===== src/rtl/ahb_signal_slave_pkg.sv =====
// Shared definitions for the AHB signal slave: register map, default words,
// bus encodings, FSM state constants and the address decoder.
package ahb_signal_slave_pkg;

    localparam logic [31:0] ADDR_START  = 32'h5000_0000;
    localparam logic [31:0] ADDR_END    = 32'h5000_0004;
    localparam logic [31:0] ADDR_STATUS = 32'h5000_0008;

    localparam logic [31:0] DEFAULT_START_WORD = 32'h0102_0304;
    localparam logic [31:0] DEFAULT_END_WORD   = 32'h0403_0201;

    localparam logic [1:0] TRANS_IDLE   = 2'b00;
    localparam logic [1:0] TRANS_BUSY   = 2'b01;
    localparam logic [1:0] TRANS_NONSEQ = 2'b10;
    localparam logic [1:0] TRANS_SEQ    = 2'b11;

    localparam logic [2:0] SIZE_WORD = 3'b010;

    typedef logic [2:0] state_t;

    localparam state_t S_IDLE = 3'd0;
    localparam state_t S_WAIT = 3'd1;
    localparam state_t S_DATA = 3'd2;
    localparam state_t S_ERR1 = 3'd3;
    localparam state_t S_ERR2 = 3'd4;

    typedef enum logic [1:0] {
        REG_START,
        REG_END,
        REG_STATUS,
        REG_NONE
    } reg_sel_t;

    // Address-phase information held for the data phase.
    typedef struct packed {
        logic [31:0] addr;
        logic        write;
        logic [2:0]  size;
    } req_t;

    function automatic reg_sel_t decode_addr(input logic [31:0] addr);
        case (addr)
            ADDR_START:  return REG_START;
            ADDR_END:    return REG_END;
            ADDR_STATUS: return REG_STATUS;
            default:     return REG_NONE;
        endcase
    endfunction

endpackage


===== src/rtl/ahb_signal_slave_if.sv =====
// AHB-style bus bundle between a master and the signal slave.
interface ahb_signal_slave_if;

    logic [31:0] ADDR;
    logic [1:0]  TRANS;
    logic [2:0]  BURST;
    logic [2:0]  hsize;
    logic        SEL;
    logic [3:0]  PROT;
    logic        HWRITE;
    logic [31:0] WDATA;
    logic        READY_in;
    logic [31:0] RDATA;
    logic        READY_out;
    logic        RESP;

    modport master (
        output ADDR, TRANS, BURST, hsize, SEL, PROT, HWRITE, WDATA, READY_in,
        input  RDATA, READY_out, RESP
    );

    modport slave (
        input  ADDR, TRANS, BURST, hsize, SEL, PROT, HWRITE, WDATA, READY_in,
        output RDATA, READY_out, RESP
    );

endinterface


===== src/rtl/ahb_signal_slave.sv =====
// Single-transfer AHB slave with START/END/STATUS registers, programmable
// wait states, two-cycle ERROR response and a sticky end_flag.
module ahb_signal_slave
    import ahb_signal_slave_pkg::*;
#(
    parameter int          WAIT_STATES = 1,
    parameter logic [31:0] START_WORD  = DEFAULT_START_WORD,
    parameter logic [31:0] END_WORD    = DEFAULT_END_WORD
) (
    input  logic              clk,
    input  logic              reset,
    ahb_signal_slave_if.slave bus,
    input  logic              host_go,
    input  logic              host_clear,
    output logic              end_flag
);

    localparam logic [1:0] WAIT_LOAD = (WAIT_STATES > 0) ? 2'(WAIT_STATES - 1) : 2'd0;

    state_t      state;
    state_t      state_nxt;
    logic [1:0]  wait_cnt;
    req_t        req_q;

    logic [31:0] start_reg;
    logic [31:0] end_reg;
    logic        end_flag_q;
    logic [31:0] rdata_q;

    logic        accept;
    reg_sel_t    acc_sel;
    logic        acc_err;

    reg_sel_t    rd_sel;
    logic        rd_write;
    logic        load_rdata;
    logic [31:0] rd_value;
    logic [31:0] status_word;

    reg_sel_t    wr_sel;
    logic        commit_wr;

    // Address phase: only the idle state listens to the bus.
    assign accept  = (state == S_IDLE) && bus.SEL && bus.TRANS[1];
    assign acc_sel = decode_addr(bus.ADDR);
    assign acc_err = (acc_sel == REG_NONE) || (bus.hsize != SIZE_WORD) ||
                     (bus.HWRITE && (acc_sel == REG_STATUS));

    always_comb begin
        // NOTE: every always_comb output gets a default first so no path
        // leaves it unassigned, which would otherwise infer a latch.
        state_nxt = state;
        case (state)
            S_IDLE: begin
                if (accept) begin
                    if (acc_err)              state_nxt = S_ERR1;
                    else if (WAIT_STATES > 0) state_nxt = S_WAIT;
                    else                      state_nxt = S_DATA;
                end
            end
            S_WAIT:  if (wait_cnt == 2'd0) state_nxt = S_DATA;
            S_DATA:  state_nxt = S_IDLE;
            S_ERR1:  state_nxt = S_ERR2;
            S_ERR2:  state_nxt = S_IDLE;
            default: state_nxt = S_IDLE;
        endcase
    end

    assign status_word = {30'b0, end_flag_q, start_reg == START_WORD};

    // RDATA is registered, so the read value is fetched on the edge that
    // enters S_DATA; with zero wait states that edge is the accept itself.
    assign rd_sel     = (state == S_IDLE) ? acc_sel : decode_addr(req_q.addr);
    assign rd_write   = (state == S_IDLE) ? bus.HWRITE : req_q.write;
    assign load_rdata = (state_nxt == S_DATA) && !rd_write;

    always_comb begin
        rd_value = '0;
        case (rd_sel)
            REG_START:  rd_value = start_reg;
            REG_END:    rd_value = end_reg;
            REG_STATUS: rd_value = status_word;
            default:    rd_value = '0;
        endcase
    end

    assign wr_sel    = decode_addr(req_q.addr);
    assign commit_wr = (state == S_DATA) && req_q.write;

    always_ff @(posedge clk) begin
        // NOTE: sequential state uses non-blocking assignments so every
        // register samples pre-edge values regardless of statement order.
        if (!reset) begin
            state    <= S_IDLE;
            wait_cnt <= 2'd0;
            rdata_q  <= '0;
        end else begin
            state   <= state_nxt;
            rdata_q <= load_rdata ? rd_value : '0;
            if (state == S_IDLE)
                wait_cnt <= WAIT_LOAD;
            else if ((state == S_WAIT) && (wait_cnt != 2'd0))
                wait_cnt <= wait_cnt - 2'd1;
        end
    end

    // NOTE: the captured request carries no reset; it is only consumed
    // after an accept has overwritten it, so a reset term buys nothing.
    always_ff @(posedge clk) begin
        if (accept)
            req_q <= '{addr: bus.ADDR, write: bus.HWRITE, size: bus.hsize};
    end

    // Register file: host_clear beats a committing bus write beats host_go.
    always_ff @(posedge clk) begin
        if (!reset) begin
            start_reg  <= '0;
            end_reg    <= '0;
            end_flag_q <= 1'b0;
        end else if (host_clear) begin
            start_reg  <= '0;
            end_reg    <= '0;
            end_flag_q <= 1'b0;
        end else begin
            if (commit_wr && (wr_sel == REG_START))
                start_reg <= bus.WDATA;
            else if (host_go)
                start_reg <= START_WORD;

            if (commit_wr && (wr_sel == REG_END)) begin
                end_reg <= bus.WDATA;
                if (bus.WDATA == END_WORD)
                    end_flag_q <= 1'b1;
            end
        end
    end

    assign bus.RDATA     = rdata_q;
    assign bus.READY_out = (state != S_WAIT) && (state != S_ERR1);
    assign bus.RESP      = (state == S_ERR1) || (state == S_ERR2);
    assign end_flag      = end_flag_q;

    // Bus fields this slave deliberately does not act on.
    logic unused_bus;
    assign unused_bus = ^{bus.BURST, bus.PROT, bus.READY_in, bus.TRANS[0], req_q.size};

endmodule


===== src/flat_wrapper.sv =====
// flat-port wrapper written by rule: the top's interface ports become plain ports
module ahb_signal_slave_flat import ahb_signal_slave_pkg::*;
#(
    parameter int          WAIT_STATES = 1,
    parameter logic [31:0] START_WORD  = DEFAULT_START_WORD,
    parameter logic [31:0] END_WORD    = DEFAULT_END_WORD
)
  (clk, reset, host_go, host_clear, end_flag, bus_ADDR, bus_TRANS, bus_BURST, bus_hsize, bus_SEL, bus_PROT, bus_HWRITE, bus_WDATA, bus_READY_in, bus_RDATA, bus_READY_out, bus_RESP);
  ahb_signal_slave_if bus_i ();
  input  logic clk;
  input  logic reset;
  input  logic host_go;
  input  logic host_clear;
  output logic end_flag;
  input wire logic [$bits(bus_i.ADDR)-1:0] bus_ADDR;
  input wire logic [$bits(bus_i.TRANS)-1:0] bus_TRANS;
  input wire logic [$bits(bus_i.BURST)-1:0] bus_BURST;
  input wire logic [$bits(bus_i.hsize)-1:0] bus_hsize;
  input wire logic [$bits(bus_i.SEL)-1:0] bus_SEL;
  input wire logic [$bits(bus_i.PROT)-1:0] bus_PROT;
  input wire logic [$bits(bus_i.HWRITE)-1:0] bus_HWRITE;
  input wire logic [$bits(bus_i.WDATA)-1:0] bus_WDATA;
  input wire logic [$bits(bus_i.READY_in)-1:0] bus_READY_in;
  output wire logic [$bits(bus_i.RDATA)-1:0] bus_RDATA;
  output wire logic [$bits(bus_i.READY_out)-1:0] bus_READY_out;
  output wire logic [$bits(bus_i.RESP)-1:0] bus_RESP;
  assign bus_i.ADDR = bus_ADDR;
  assign bus_i.TRANS = bus_TRANS;
  assign bus_i.BURST = bus_BURST;
  assign bus_i.hsize = bus_hsize;
  assign bus_i.SEL = bus_SEL;
  assign bus_i.PROT = bus_PROT;
  assign bus_i.HWRITE = bus_HWRITE;
  assign bus_i.WDATA = bus_WDATA;
  assign bus_i.READY_in = bus_READY_in;
  assign bus_RDATA = bus_i.RDATA;
  assign bus_READY_out = bus_i.READY_out;
  assign bus_RESP = bus_i.RESP;
  ahb_signal_slave #(.WAIT_STATES(WAIT_STATES), .START_WORD(START_WORD), .END_WORD(END_WORD)) u_core (.clk(clk), .reset(reset), .bus(bus_i), .host_go(host_go), .host_clear(host_clear), .end_flag(end_flag));
endmodule

===== config.mk =====
export PLATFORM = sky130hd
export DESIGN_NAME = ahb_signal_slave_flat
export DESIGN_NICKNAME = d
export VERILOG_FILES = /design/src/rtl/ahb_signal_slave_pkg.sv /design/src/rtl/ahb_signal_slave_if.sv /design/src/rtl/ahb_signal_slave.sv /design/src/flat_wrapper.sv
export SDC_FILE = /design/constraint.sdc
export NUM_CORES = 1
export LEC_CHECK = 0
export ABC_AREA = 1
export CORE_ASPECT_RATIO = 0.6
export CORE_MARGIN = 2
export CORE_UTILIZATION = 51
export DETAILED_ROUTE_END_ITERATION = 8
export PLACE_DENSITY = 0.91
export SETUP_SLACK_MARGIN = 0.15
export SLEW_MARGIN = 10
export SYNTH_ARGS = -nofsm -noshare
export SYNTH_HDL_FRONTEND = slang
export SYNTH_SLANG_ARGS = --single-unit
export TNS_END_PERCENT = 30

===== constraint.sdc =====
create_clock -name clk -period 2.5 [get_ports clk]
set_input_delay 0.5 -clock clk [delete_from_list [all_inputs] [get_ports clk]]
set_output_delay 0.5 -clock clk [all_outputs]
set_load 0.02 [all_outputs]

## Word level (Yosys, flattened, before mapping)

Cells that the tools add are included.

| storage, ports and cells | value |
|---|---|
| bits in registers | 135 |
| bits of input ports | 83 |

| operators by class | value |
|---|---|
| muxes and demuxes | 11 |
| $add $sub $neg | 1 |
| bitwise logic cells | 1 |
| equal/unequal tests | 21 |
| reduce and logical (&&, ||, !) cells | 23 |

Operators by type and width:

| kind | count |
|---|---|
| 32-bit by 31-bit == test with 1-bit output, second input constant | 6 |
| 32-bit one-hot mux with 3 select lines | 1 |
| 32-bit 2-to-1 mux | 2 |
| 32-bit by 25-bit == test with 1-bit output, second input constant | 1 |
| 32-bit by 27-bit == test with 1-bit output, second input constant | 1 |
| 2-bit one-hot mux with 3 select lines | 2 |
| 3-bit by 2-bit == test with 1-bit output, second input constant | 3 |
| 1-bit logical AND | 9 |
| 3-bit one-hot mux with 3 select lines | 1 |
| 2-bit == test, second input constant | 3 |
| 2-bit logical NOT | 3 |
| 3-bit 2-to-1 mux | 2 |
| 3-bit by 2-bit inequality test with 1-bit output, second input constant | 2 |
| 2-bit by 1-bit == test with 1-bit output, second input constant | 2 |
| 2-bit 2-to-1 mux | 2 |
| 2-bit AND reduction | 2 |
| 2-bit nonzero test | 2 |
| 2-bit OR reduction | 2 |
| 3-bit by 1-bit == test with 1-bit output, second input constant | 1 |
| 3-bit == test, second input constant | 1 |
| 3-bit logical NOT | 1 |
| 1-bit logical OR | 3 |
| 3-bit by 1-bit inequality test with 1-bit output, second input constant | 1 |
| 2-bit by 1-bit subtractor with 2-bit output, second input constant | 1 |
| 3 further kinds | 3 |

## Longest topological paths before layout

| depth | value |
|---|---|
| depth after elaboration | 11 |
| depth in mapped cells | 15 |
| gate-level depth less buffers | 14 |

## Worst setup path before layout

OpenSTA, ideal clock, no wires.

| timing | value |
|---|---|
| path kind | flip-flop to flip-flop |
| start point | register u_core.state[0] |
| end point | register u_core.req_q[10] in the netlist's numbering, enable pin |
| data required time | 2112 ps |
| clock period less this slack | 1903 ps |
| stages on the path, launching flop included | 5 |
| arrival | 1514 ps |
| path slack | 597 ps |
| cells stage by stage | dfxtp_1 -> or2_1 -> nor2_4 -> nand3_1 -> inv_1 |

| between the ends | value |
|---|---|
| cells in the longest elaborated chain, start to end | 3 |

RTL lines:

| item | line | RTL |
|---|---|---|
| start, declared | ahb_signal_slave.sv:20 | `state_t state;` |
| start signal, assigned | ahb_signal_slave.sv:98 | `state <= state_nxt;` |
| 3-bit logical NOT | ahb_signal_slave.sv:44 | `assign accept = (state == S_IDLE) && bus.SEL && bus.TRANS[1];` |
| 1-bit logical AND (2 in a row) | ahb_signal_slave.sv:44 |  |
| named net u_core.accept | ahb_signal_slave.sv:30 | `logic accept;` |
| end signal, assigned | ahb_signal_slave.sv:111 | `req_q <= '{addr: bus.ADDR, write: bus.HWRITE, size: bus.hsize};` |
| end, declared | ahb_signal_slave.sv:23 | `req_t req_q;` |

The timed path passes the listed nets, and every way through them passes these cells.
A chain may end at the register's enable or synchronous reset.

## Worst setup path after layout

| timing | value |
|---|---|
| start point | register u_core.state[2] |
| end point | output bus_READY_out |

| between the ends | value |
|---|---|
| cells in the longest elaborated chain, start to end | 2 |

RTL lines:

| item | line | RTL |
|---|---|---|
| 3-bit by 1-bit inequality test with 1-bit output / 3-bit by 2-bit inequality test with 1-bit output (equally long branches) | ahb_signal_slave.sv:139 | `assign bus.READY_out = (state != S_WAIT) && (state != S_ERR1);` |
| 1-bit logical AND (*) | ahb_signal_slave.sv:139 |  |
| end, declared | flat_wrapper.sv:25 | `output wire logic [$bits(bus_i.READY_out)-1:0] bus_READY_out;` |

Mark *: on every way between the ends. The rest lies on a longest branch, timed or not.

==> summary.md <==
| Metric | Value |
|---|---|
| Status | `complete, but fails checks` |
| Failing checks | `design-rule violations` |
| Register bit total from synthesis | `135` |
| Post-Place Setup Slack | `16.0 ps` |
| FMAX | `0.468 GHz` |
| Tot Pwr | `5.21 mW` |
| Max-Cap Viols | `0` |
| Syn Std Cell Area | `5580 sq um` |
| Initial drt markers | `775` |
| Port buffer count | `108` |
| CTS max path bufs | `2` |
| Worst setup path endpoint | `bus_READY_out` |
| Wirelength, routed | `14.8 mm` |
| Hold Vio Cnt, Final | `0` |
| Final min period | `2140 ps` |
| Leak | `2.70 nW` |
| CTS Sinks | `135` |
| Critical path's slowest cell | `clkdlybuf4s50_1` |
| Final setup margin | `362 ps` |
| Worst path arrival time | `1640 ps` |
| Core area | `10600 sq um` |
| Sequential fraction of the synthesis area | `0.544` |
| # diodes | `0` |
| Worst-path clk slew | `60 ps` |
| Mapped Avg Cell Area | `8.04 sq um` |
| Post-synth net total | `778` |
| Layout cells sized above 1 | `0.0802` |
| Worst-path cell chain | `inv_1, nand2_1, clkdlybuf4s50_1` |
| CTS buffer count | `17` |
| Placed cell areas | `6840 sq um` |
| Final net count | `894` |
| Initial antenna violation count | `0` |
| R2r endpoint | `u_core.start_reg[0]` |
| Fillers | `789` |
| CP peak stage delay | `610 ps` |
| Fin Setup TNS | `0 ps` |
| Measured slew at the worst slew-check pin | `511 ps` |
| PD cells | `698 nW/um^2` |
| Crit end category | `output pin` |
| Final max-slew violation count | `0` |
| Antenna Nets Post-Route | `0` |
| Clk Latency, worst-skew pair | `420 ps` |
| Syn Inst Count | `694` |
| Max FFs per register | `33` |
| Max-slew headroom | `0.656` |
| Beginning of the worst register-to-register path | `u_core.req_q[26]` |
| DP Wirelength | `9.89 mm` |
| Number of global-route vias before repair | `4894` |
| Largest reg by FF count | `u_core.req_q` |
| # rows | `29` |
| Fin crit share | `0.855` |
| Synth unique cells | `32` |
| Peak VDD IR | `491 uV` |
| Vias | `5088` |
| First-pass GRT wire length | `24.2 mm` |
| Setup violators final | `0` |
| Post-CTS Setup Inserts | `0` |
| Die X | `139 um` |
| Skew final | `7.76 ps` |
| Area growth from synthesis to layout | `33.7%` |
| Crit. Startpoint | `u_core.state[2]` |
| DRC | `1` |
| All-Layer GR Usage | `0.260` |
| Hold crit path type | `reg -> reg` |
| CTS HTree Levels | `4` |
| Unrepaired setup endpoints after global routing | `no` |
| Footprint of the multi-input gates | `2080 sq um` |
| Min Hold Slack | `465 ps` |
| Crit path launch type | `flop` |
| Reg2Reg Depth | `12` |
| Yosys warnings | `0` |
| Data required, critical path | `2000 ps` |
| Crit path kind | `reg -> out` |
| Crit-path max FO | `4` |
| Die Area | `11800 sq um` |
| Vias per cell | `5.29` |
| Register area | `3030 sq um` |
| Initial Utilization | `0.526` |
| Clock root cell | `clkbuf_16` |
| Placer Congestion | `0.856` |
| CTS tree | `done` |
| Grt ovf | `0` |
| Wire length per cell | `15.4 um` |
| Fin area | `7460 sq um` |
| R2R Setup Slk | `370 ps` |
| Top-Level Pins | `118` |
| Die extent in y | `85 um` |
| Number of iterations in the first detailed-routing pass | `9` |
| Largest net degree at the start of global routing | `52` |
==> per-stage QoR <==
| step | util | std cells |
|---|---|---|
| finish | 0.704 | 962 |
| global route | 0.704 | 962 |
| CTS | 0.704 | 962 |
| detailed placement | 0.645 | 930 |
| global placement | 0.645 | 930 |
| floorplan | - | 694 |
==> worst min-delay path by stage <==
stage / start / to / slack, ps / depth (start not counted)
2_1_floorplan: u_core.wait_cnt[0] / u_core.wait_cnt[0] / 440 / 2
3_3_place_gp: u_core.wait_cnt[0] / u_core.wait_cnt[0] / 450 / 2
3_5_place_dp: u_core.end_reg[26] / u_core.bus.RDATA[26] / 450 / 2
4_1_cts: u_core.end_reg[26] / u_core.bus.RDATA[26] / 460 / 2
5_1_grt: u_core.end_reg[26] / u_core.bus.RDATA[26] / 480 / 2
6_report: u_core.end_reg[26] / u_core.bus.RDATA[26] / 460 / 2
==> worst max-delay path: cells and delay by family (launching register included) <==
family	cells	cell delay [ps]
buffers and inverters	2	710
flip-flops	1	440
AND/OR/NAND/NOR	1	80
==> cell families (layout without fill, tap and decap cells) <==
| group | after synthesis | after routing | synth area share |
|---|---|---|---|
| flops | 135 | 135 | 0.544 |
| fa+ha+maj | 1 | 1 | 0.00224 |
| compound gates | 108 | 108 | 0.107 |
| simple gates | 349 | 349 | 0.264 |
| buf+inv | 101 | 230 | 0.0835 |
==> where the power goes <==
part	internal, mW	switching (mW)
Combinational	0.145	0.157
Clock	1.63	0.985
Sequential	2.27	0.0132
Total	4.05	1.16
==> synthesized netlist by cell type (all sizes together) <==
cell,n,area [sq um]
a211oi,20,150
a21oi,65,325
a22oi,1,7.51
buf,19,156
clkbuf,7,26.3
clkinv,2,8.75
dfxtp,102,2040
edfxtp,33,991
ha,1,12.5
inv,73,274
nand2,181,692
nand3,18,100
nand3b,2,15.0
nand4,8,50.1
nor2,121,489
nor3,2,10.0
nor3b,1,7.51
nor4,15,100
o21ai,21,105
o21bai,1,7.51
or2,1,6.26
==> cell type report <==
class	count	share of cell area
multi-input cells	458	0.279
repair buffers	123	0.170
flip-flops and latches	135	0.407
clock inverters	14	0.0228
clock buffers	18	0.0604
inverters	75	0.0382
well taps	139	0.0233
==> placed cells by master (no fill, tap or decap), drive strengths merged, types with 18 or more instances in the layout <==
| master | instances |
|---|---|
| nand2 | 181 |
| inv | 76 |
| nand3 | 18 |
| a21oi | 65 |
| a211oi | 20 |
| dfxtp | 102 |
| edfxtp | 33 |
| nor2 | 121 |
| clkdlybuf4s50 | 107 |
| clkbuf | 18 |
| o21ai | 21 |
==> per-layer routing <==
metal | part of all wire | wire (um) | track usage | vias to the layer above
met4 | 0.013 | 195 | 0.0762 | 0
met5 | 0 | 0 | 0 | -
li1 | - | - | - | 2477
met3 | 0.088 | 1300 | 0.0581 | 31
met2 | 0.45 | 6590 | 0.416 | 259
met1 | 0.45 | 6680 | 0.360 | 2321
==> what timing repair did <==
item | 4_1_cts | 5_1_grt
hold buffers | 0 | 0
setup endpoints to repair | 1 | 4
resized for setup | 1 | 2
hold endpoints to repair | 0 | 0
gates cloned | 0 | 0
Note: power is estimated with default switching activity, not from simulation.
==> variant: new RTL, config.mk and constraints unchanged <==
Reset style: asynchronous (`reset`), changed in 2 clocked blocks.
--- a/src/rtl/ahb_signal_slave.sv
+++ b/src/rtl/ahb_signal_slave.sv
@@ -87,7 +87,7 @@
     assign wr_sel    = decode_addr(req_q.addr);
     assign commit_wr = (state == S_DATA) && req_q.write;
 
-    always_ff @(posedge clk) begin
+    always_ff @(posedge clk or negedge reset) begin
         // NOTE: sequential state uses non-blocking assignments so every
         // register samples pre-edge values regardless of statement order.
         if (!reset) begin
@@ -112,7 +112,7 @@
     end
 
     // Register file: host_clear beats a committing bus write beats host_go.
-    always_ff @(posedge clk) begin
+    always_ff @(posedge clk or negedge reset) begin
         if (!reset) begin
             start_reg  <= '0;
             end_reg    <= '0;
Check against the original RTL: differs if reset is asserted again (counterexample within 4 cycles, from zero or initial values and one cycle with reset low); with reset held inactive, the same outputs for 4 cycles.
==> variant against the unedited design <==
Fmax shrank 4.5%; power is 2.0% higher; routed wire length is 5.8% higher; setup slack got worse by 100 ps; area after synthesis up 3.0%; critical path depth up 10; cell area increased by 2.6%; count of clock-buffer cells in the layout stayed put; core utilization rose by 0.64 points; sequential cell count stayed put; via count is 2.1% lower; critical path type is now in2reg; largest power group unchanged.
==> variant: results (changes against the unedited design) <==
Layout
  • Fill cell count: 735 (was 789)
  • Nets: 818 (was 894)
  • Share of layout cells above drive strength 1: 0.100 (was 0.0802)

Route
  • Met2 Wirelength: 7.41 mm (was 6.59 mm)
  • 1st-pass router iterations: 6 (was 9)
  • Met3 routed WL: 1.41 mm (was 1.30 mm)
  • First-iteration detailed-routing DRC count: 636 (was 775)
  • Vias per inst: 5.62 (was 5.29)

Yosys
  • Top_reg_cell synth: dfrtp_1 (was dfxtp_1)
  • Seq/Total Area, Yosys: 0.617 (was 0.544)
  • Netlist cell types: 35 (was 32)
  • Commonest cells post-synth: 189 x nand2_1, 102 x dfrtp_1, 62 x nor2_1, 47 x o21ai_1, 36 x inv_1 (was 178 x nand2_1, 113 x nor2_1, 102 x dfxtp_1, 69 x inv_1, 65 x a21oi_1)
  • Syn_nets: 696 (was 778)

Power and ir drop
  • VDD IR-drop max: 0.000583 V (was 0.000491 V)
  • Leakage: 3.23 nW (was 2.70 nW)

GRT
  • Number of global-route vias before repair: 4843 (was 4894)
  • Largest net degree at the start of global routing: 48 (was 52)
  • First-pass GRT wire length: 24.9 mm (was 24.2 mm)
  • GR Util All Layers: 0.269 (was 0.260)

Critical path
  • CP Max Fanout: 10 (was 4)
  • Crit path DAT: 2570 ps (was 1640 ps)

Placement
  • HPWL Detailed: 11.0 mm (was 9.89 mm)
  • Placed cell areas: 7080 um2 (was 6840 um2)
  • RD Place Congestion: 0.952 (was 0.856)

Outcome
  • Status: completed (was complete, but fails checks)

Timing
  • Worst Max-Slew Pin Slew: 874 ps (was 511 ps)
[variant: cell types whose count changed after synthesis, moves of 20 or more]
| cell | delta |
|---|---|
| a21oi_1 | -32 |
| dfrtp_1 | +102 |
| dfxtp_1 | -102 |
| inv_1 | -33 |
| a211oi_1 | -20 |
| nor2_1 | -51 |
| o21ai_1 | +46 |
[variant: path summary, 6_finish.rpt]
kind,start,endpoint,slack (ps),cells past startpoint
hold reg to reg,u_core.end_reg[6],u_core.end_reg[6],490,2
setup reg to reg,u_core.state[2],u_core.bus.RDATA[6],380,4
min in group clk,u_core.end_reg[6],u_core.end_reg[6],490,2
hold / removal,reset,u_core.end_reg[19],2,1
max in group asynchronous,reset,u_core.start_reg[11],1790,2
setup / recovery,bus_ADDR[1],u_core.bus.RDATA[19],260,13
[variant: logic make-up (layout without fill, tap and decap cells)]
kind of cell,Yosys count,count (layout),synth area share
simple gates,307,307,0.233
flops,135,135,0.617
compound gates,103,103,0.0981
buf+inv,66,201,0.0495
fa+ha+maj,1,1,0.00218
[variant: cell type report]
class                           instances  area [um2]  area share
Clock inverter                         14         139      0.0181
Tap cell                              139         174      0.0227
Timing Repair Buffer                  126        1270       0.167
Multi-Input combinational cell        411        1920       0.251
Clock buffer                           18         439      0.0574
Inverter                               43         164      0.0214
Sequential cell                       135        3540       0.463
[variant: power by group]
group / leakage, nW / switching (mW) / internal (mW)
Combinational: 1.26 / 0.265 / 0.188
Clock: 0.285 / 1.03 / 1.43
Sequential: 1.69 / 0.0462 / 2.35
Total: 3.23 / 1.35 / 3.96
[variant: timing repair]
action / 4_1_cts / 5_1_grt
buffers inserted: 0 / 0
pin swaps: 0 / 0
endpoints found under the setup margin: 1 / 4
resized for setup: 1 / 1
[variant: per-stage QoR]
step                hold WS [ps]  cells  setup slack (ps)  total power, mW
detailed placement           451    854              -148             2.88
CTS                         14.8    886               264             5.32
finish                      2.08    886               262             5.31
floorplan                    204    612               568             2.62
global placement             442    854             -26.7             2.86
global route                24.4    886               115             5.48
[variant: worst max-delay path: stages]
cell	delay, ps
clkdlybuf4s50_1	440
nor2_1	230
nand3_1	100
nor2_1	110
nand2_1	100
nand3_1	120
nand2_1	90
nand2_4	150
nand2_1	110
inv_4	150
buf_4	200
nand2_1	90
a21oi_1	180
[variant: layer usage]
layer	global-route usage	up-vias
li1	-	2277
met3	0.0674	45
met4	0.0873	0
met1	0.373	2398
met2	0.427	261
met5	0	-
